[config.mk]
export PLATFORM = sky130hd
export DESIGN_NAME = npc_gen_flat
export DESIGN_NICKNAME = d
export VERILOG_FILES = /design/src/rtl/npc_gen_if.sv /design/src/rtl/npc_gen.sv /design/src/flat_wrapper.sv
export SDC_FILE = /design/constraint.sdc
export NUM_CORES = 1
export LEC_CHECK = 0
export CORE_AREA = 5 5 116 118
export CTS_CLUSTER_DIAMETER = 50
export DETAILED_ROUTE_END_ITERATION = 12
export DIE_AREA = 0 0 121 123
export PLACE_DENSITY = 0.88
export SYNTH_ARGS = -nofsm -noshare
export SYNTH_HDL_FRONTEND = slang
export SYNTH_SLANG_ARGS = --single-unit
[constraint.sdc]
create_clock -name clk -period 8.98 [get_ports clk]
set_clock_uncertainty 0.05 [all_clocks]
set_input_delay 1.796 -clock clk [delete_from_list [all_inputs] [get_ports clk]]
set_output_delay 1.796 -clock clk [all_outputs]
set_load 0.05 [all_outputs]
[src/rtl/npc_gen_if.sv]
// npc_gen_if: control-flow events into the next-PC generator and the PC/exception state it returns.
//   pc_f, pc_d           : fetch PC and D-stage PC
//   stall                : hold the fetch PC
//   br_taken, br_imm     : D-stage taken branch and its word offset
//   j_en, j_index        : D-stage j/jal and its index field
//   jr_en, jr_target     : D-stage jr/jalr and the forwarded rs value
//   exc_req, exc_pc,
//   exc_bd, eret         : M-stage exception request, faulting PC, delay-slot flag, eret
//   npc, flush           : next fetch PC and kill of younger F/D/E work
//   epc, exl, adel_f     : exception return PC, exception level, fetch address error
interface npc_gen_if;
    logic [31:0] pc_f;
    logic [31:0] pc_d;
    logic        stall;
    logic        br_taken;
    logic [15:0] br_imm;
    logic        j_en;
    logic [25:0] j_index;
    logic        jr_en;
    logic [31:0] jr_target;
    logic        exc_req;
    logic [31:0] exc_pc;
    logic        exc_bd;
    logic        eret;
    logic [31:0] npc;
    logic        flush;
    logic [31:0] epc;
    logic        exl;
    logic        adel_f;
    modport master (
        output pc_f, pc_d, stall, br_taken, br_imm, j_en, j_index,
               jr_en, jr_target, exc_req, exc_pc, exc_bd, eret,
        input  npc, flush, epc, exl, adel_f
    );
    modport slave (
        input  pc_f, pc_d, stall, br_taken, br_imm, j_en, j_index,
               jr_en, jr_target, exc_req, exc_pc, exc_bd, eret,
        output npc, flush, epc, exl, adel_f
    );
endinterface

[src/rtl/npc_gen.sv]
// npc_gen: next-PC selection for the fetch PC register, plus EPC/EXL/fetch-address-error state.
//   clk   : rising-edge clock
//   reset : synchronous active-high reset
//   bus   : npc_gen_if.slave, event inputs and npc/flush/epc/exl/adel_f outputs
module npc_gen #(
    parameter logic [31:0] EXC_VECTOR = 32'h0000_4180,
    parameter logic [31:0] RESET_PC   = 32'h0000_3000
) (
    input logic       clk,
    input logic       reset,
    npc_gen_if.slave  bus
);
    typedef enum logic {ST_USER, ST_EXL} state_t;
    state_t      state, state_nx;
    logic [31:0] epc_q, epc_nx;
    logic        adel_q, adel_nx;
    logic [31:0] br_tgt;
    logic [31:0] j_tgt;
    logic        do_eret;
    logic        hold;
    logic        jr_sel;
    assign br_tgt  = bus.pc_d + 32'd4 + {{14{bus.br_imm[15]}}, bus.br_imm, 2'b00};
    assign j_tgt   = {bus.pc_d[31:28], bus.j_index, 2'b00};
    // an exception always beats eret and stall
    assign do_eret = bus.eret & ~bus.exc_req;
    assign hold    = bus.stall & ~bus.exc_req & ~bus.eret;
    assign jr_sel  = bus.jr_en & ~bus.exc_req & ~bus.eret & ~bus.stall;
    assign bus.npc = bus.exc_req  ? EXC_VECTOR :
                     bus.eret     ? epc_q :
                     bus.stall    ? bus.pc_f :
                     bus.jr_en    ? bus.jr_target :
                     bus.j_en     ? j_tgt :
                     bus.br_taken ? br_tgt : bus.pc_f + 32'd4;
    assign bus.flush  = bus.exc_req | bus.eret;
    assign bus.epc    = epc_q;
    assign bus.exl    = (state == ST_EXL);
    assign bus.adel_f = adel_q;
    always_comb begin
        state_nx = state;
        epc_nx   = epc_q;
        adel_nx  = adel_q;
        // a nested exception leaves EPC pointing at the original fault
        if (bus.exc_req && state == ST_USER) begin
            state_nx = ST_EXL;
            epc_nx   = bus.exc_bd ? bus.exc_pc - 32'd4 : bus.exc_pc;
        end else if (do_eret) begin
            state_nx = ST_USER;
        end
        if (!hold)
            adel_nx = (jr_sel && bus.jr_target[1:0] != 2'b00) ||
                      (do_eret && epc_q[1:0] != 2'b00);
    end
    always_ff @(posedge clk) begin
        if (reset) begin
            state  <= ST_USER;
            epc_q  <= RESET_PC;
            adel_q <= 1'b0;
        end else begin
            state  <= state_nx;
            epc_q  <= epc_nx;
            adel_q <= adel_nx;
        end
    end
endmodule
[src/flat_wrapper.sv]
// flat-port wrapper written by rule: the top's interface ports become plain ports
module npc_gen_flat 
#(
    parameter logic [31:0] EXC_VECTOR = 32'h0000_4180,
    parameter logic [31:0] RESET_PC   = 32'h0000_3000
)
  (clk, reset, bus_pc_f, bus_pc_d, bus_stall, bus_br_taken, bus_br_imm, bus_j_en, bus_j_index, bus_jr_en, bus_jr_target, bus_exc_req, bus_exc_pc, bus_exc_bd, bus_eret, bus_npc, bus_flush, bus_epc, bus_exl, bus_adel_f);
  npc_gen_if bus_i ();
  input logic clk;
  input logic reset;
  input wire logic [$bits(bus_i.pc_f)-1:0] bus_pc_f;
  input wire logic [$bits(bus_i.pc_d)-1:0] bus_pc_d;
  input wire logic [$bits(bus_i.stall)-1:0] bus_stall;
  input wire logic [$bits(bus_i.br_taken)-1:0] bus_br_taken;
  input wire logic [$bits(bus_i.br_imm)-1:0] bus_br_imm;
  input wire logic [$bits(bus_i.j_en)-1:0] bus_j_en;
  input wire logic [$bits(bus_i.j_index)-1:0] bus_j_index;
  input wire logic [$bits(bus_i.jr_en)-1:0] bus_jr_en;
  input wire logic [$bits(bus_i.jr_target)-1:0] bus_jr_target;
  input wire logic [$bits(bus_i.exc_req)-1:0] bus_exc_req;
  input wire logic [$bits(bus_i.exc_pc)-1:0] bus_exc_pc;
  input wire logic [$bits(bus_i.exc_bd)-1:0] bus_exc_bd;
  input wire logic [$bits(bus_i.eret)-1:0] bus_eret;
  output wire logic [$bits(bus_i.npc)-1:0] bus_npc;
  output wire logic [$bits(bus_i.flush)-1:0] bus_flush;
  output wire logic [$bits(bus_i.epc)-1:0] bus_epc;
  output wire logic [$bits(bus_i.exl)-1:0] bus_exl;
  output wire logic [$bits(bus_i.adel_f)-1:0] bus_adel_f;
  assign bus_i.pc_f = bus_pc_f;
  assign bus_i.pc_d = bus_pc_d;
  assign bus_i.stall = bus_stall;
  assign bus_i.br_taken = bus_br_taken;
  assign bus_i.br_imm = bus_br_imm;
  assign bus_i.j_en = bus_j_en;
  assign bus_i.j_index = bus_j_index;
  assign bus_i.jr_en = bus_jr_en;
  assign bus_i.jr_target = bus_jr_target;
  assign bus_i.exc_req = bus_exc_req;
  assign bus_i.exc_pc = bus_exc_pc;
  assign bus_i.exc_bd = bus_exc_bd;
  assign bus_i.eret = bus_eret;
  assign bus_npc = bus_i.npc;
  assign bus_flush = bus_i.flush;
  assign bus_epc = bus_i.epc;
  assign bus_exl = bus_i.exl;
  assign bus_adel_f = bus_i.adel_f;
  npc_gen #(.EXC_VECTOR(EXC_VECTOR), .RESET_PC(RESET_PC)) u_core (.clk(clk), .reset(reset), .bus(bus_i));
endmodule
==> impl_metrics.tcl <==
set metrics [dict create \
    status "finished clean" \
    port_buffers 245 \
    grt_max_degree 58 \
    drv_cap 0 \
    clk_path_buf_depth 2 \
    netlist.area_leader.share_pct 12.8 \
    async_flop_share_pct 0 \
    die_w_um 121 \
    finalHoldViolCount 0 \
    grt_usage_pct 29.5 \
    netlist_area_sq_um 5780 \
    post-route-util_pct 68.0 \
    arrival_ps 6080 \
    core_area_sq_um 12400 \
    vias 7296 \
    vias_per_cell 6.07 \
    synth_most_common_cell "nor2_1" \
    startpoint "bus_br_imm[15]" \
    cellPowerDensity_nw_per_um2 103 \
    routed_wl_um 23100 \
    hpwl_um 18500 \
    initial_core_util_pct 46.8 \
    clkLatencyLatePin_ps 280 \
    antenna_found_initial 0 \
    netlist_top_cells_area "ha_1 (13%), dfxtp_1 (12%), nor2_1 (6.4%), a21oi_1 (5.6%), xnor2_1 (5.5%)" \
    worst_pin_slew_ps 1220 \
    crit_fanout 15 \
    antenna_cells 0 \
    pin_count 246 \
    holdBufCountCts 0 \
    leakagePower_nw 3.20 \
    ys.flop_type "dfxtp_1" \
    cts_sinks 34 \
    fmax_mhz 126 \
    reg2reg_from "u_core.bus.exl" \
    antenna_left 0 \
    synth_top_area_cell "ha_1" \
    drcViolationCount 0 \
    synth_common_cells "nor2_1 (99), nand2_1 (67), a21oi_1 (65)" \
    syn_to_final_growth_pct 45.3 \
    grt_pass1_wl_um 35600 \
    synth_enable_flop_cells 0 \
    cts_resized 0 \
    htree_levels 2 \
    startpoint_type "input pin" \
    ys_ff_latch 34 \
    die_y_um 123 \
    total_power_mw 0.861 \
    crit_path_end_kind "output port" \
    setup_tns_ps 0 \
    synthCells 815 \
    cts_buffers 5 \
    rsz0062_at_grt "no" \
    path_clk_slew_ps 50 \
    min_period_ps 7920 \
    crit_required_ps 7130 \
    min_path_type "reg2reg" \
    finalSetupViolCount 0 \
    r2r-end "u_core.bus.epc[26]" \
    tritoncts "done" \
    peakVddDrop_v 0.000131 \
    yosys_warnings 0 \
    drt_iter0_drc 850 \
    gp_congestion 1.00 \
    routedWlPerCell_um 19.2 \
    slew_headroom_pct 18.1 \
    dieArea_sq_um 14900 \
    period_share_pct 88.2 \
    ys_types 73 \
    overflow 0 \
    grt_pass1_vias 6701 \
    num_rows 41 \
    ys_seq_area_share_pct 11.8 \
    drt_pass1_iterations 6 \
    r2r_setup_slack_ps 7150 \
    cts-root-buf "clkbuf_16" \
    syn_area_per_cell_sq_um 7.09 \
    cts_setup_buffers 0 \
    worstSetupEndpoint "bus_npc[27]" \
    synth_fp_nets 1054 \
    r2r_cells 3 \
    criticalPathCategory "in2out" \
    drv_slew 0 \
    nets 1267 \
    drive_above_1_share_pct 2.92 \
]
through the flow:
step	worst slack [ps]	hold slack (ps)	instance area, sq um	cells
4_1_cts	1020	437	8400	1201
3_3_place_gp	1020	429	8250	1193
5_1_grt	776	471	8400	1201
6_report	1060	438	8400	1201
2_1_floorplan	1860	632	5780	815
3_5_place_dp	1030	430	8250	1193
kinds of logic (layout without fill, tap and decap cells):
family / after synthesis / in the layout / synth area share, %
and+or+nand+nor: 315 / 315 / 27.1
AOI/OAI and AO/OA: 260 / 260 / 30.5
buffers and inverters: 74 / 288 / 6.34
xor gates and xnor gates: 61 / 61 / 9.24
adders and majority gates: 60 / 60 / 13.1
DFF: 34 / 34 / 11.8
muxes: 11 / 11 / 1.95
flip-flops by register name, summed over array words and instances, names as in the netlist:
signal	flops
u_core.bus.adel_f	1
u_core.bus.epc	32
u_core.bus.exl	1
cells in the final DEF (no fill, tap or decap), drive strengths merged, types with 7 or more instances in the layout:
cell,Yosys,routed
xor2,25,25
nand2,67,67
nand4,20,20
or3,12,12
nand2b,12,12
inv,25,25
o31ai,9,9
nand3,24,24
a211oi,35,35
nor4,13,13
a21o,12,12
o211ai,12,12
a221o,7,7
nor2b,9,9
a21oi,65,65
a221oi,12,12
buf,7,9
mux2i,9,9
a31oi,12,12
xnor2,36,36
and3,7,7
nor2,99,99
o21ai,40,40
clkdlybuf4s50,0,245
ha,59,59
dfxtp,34,34
nor3,31,31
clkbuf,41,7
layer usage:
metal / wire length, um / up-vias / track usage (%)
met3: 2290 / 43 / 5.54
met5: 0 / - / 0
li1: - / 3527 / -
met1: 9730 / 3310 / 40.1
met4: 450 / 0 / 6.44
met2: 10600 / 416 / 48.8
area by class of cell:
class | instances | area, sq um
clock buffers | 7 | 143
clock inverters | 1 | 5.00
fillers | 1071 | 3960
inverters | 26 | 97.6
multi-input cells | 707 | 4740
flip-flops and latches | 34 | 681
well taps | 172 | 215
repair buffers | 254 | 2520
how the worst min path moves through the flow:
stage	endpoint	slack (ps)	from	depth (start not counted)
final	u_core.bus.epc[3]	440	u_core.bus.epc[3]	2
after global routing	u_core.bus.epc[3]	470	u_core.bus.epc[3]	2
after CTS	u_core.bus.epc[3]	440	u_core.bus.epc[3]	2
after detailed placement	u_core.bus.epc[3]	430	u_core.bus.epc[3]	2
after global placement	u_core.bus.epc[0]	430	u_core.bus.epc[0]	2
after floorplan	u_core.bus.epc[3]	630	u_core.bus.epc[3]	2
report_power, final:
part	switching (mW)	internal [mW]	leakage, nW	total, mW
sequential	0.0129	0.163	0.282	0.176
clock	0.0605	0.110	0.0739	0.170
combinational	0.297	0.218	2.85	0.515
worst max-delay path, cell delays in order:
cell and delay [ps]:
clkdlybuf4s50_1 850, ha_1 340, ha_1 370, a21oi_1 150
o21ai_0 150, or2_2 320, nor3_1 220, o31ai_1 190
a2111oi_0 430, a41oi_1 120, o31ai_1 260, clkdlybuf4s50_1 860
Note: power is estimated with default switching activity, not from simulation.
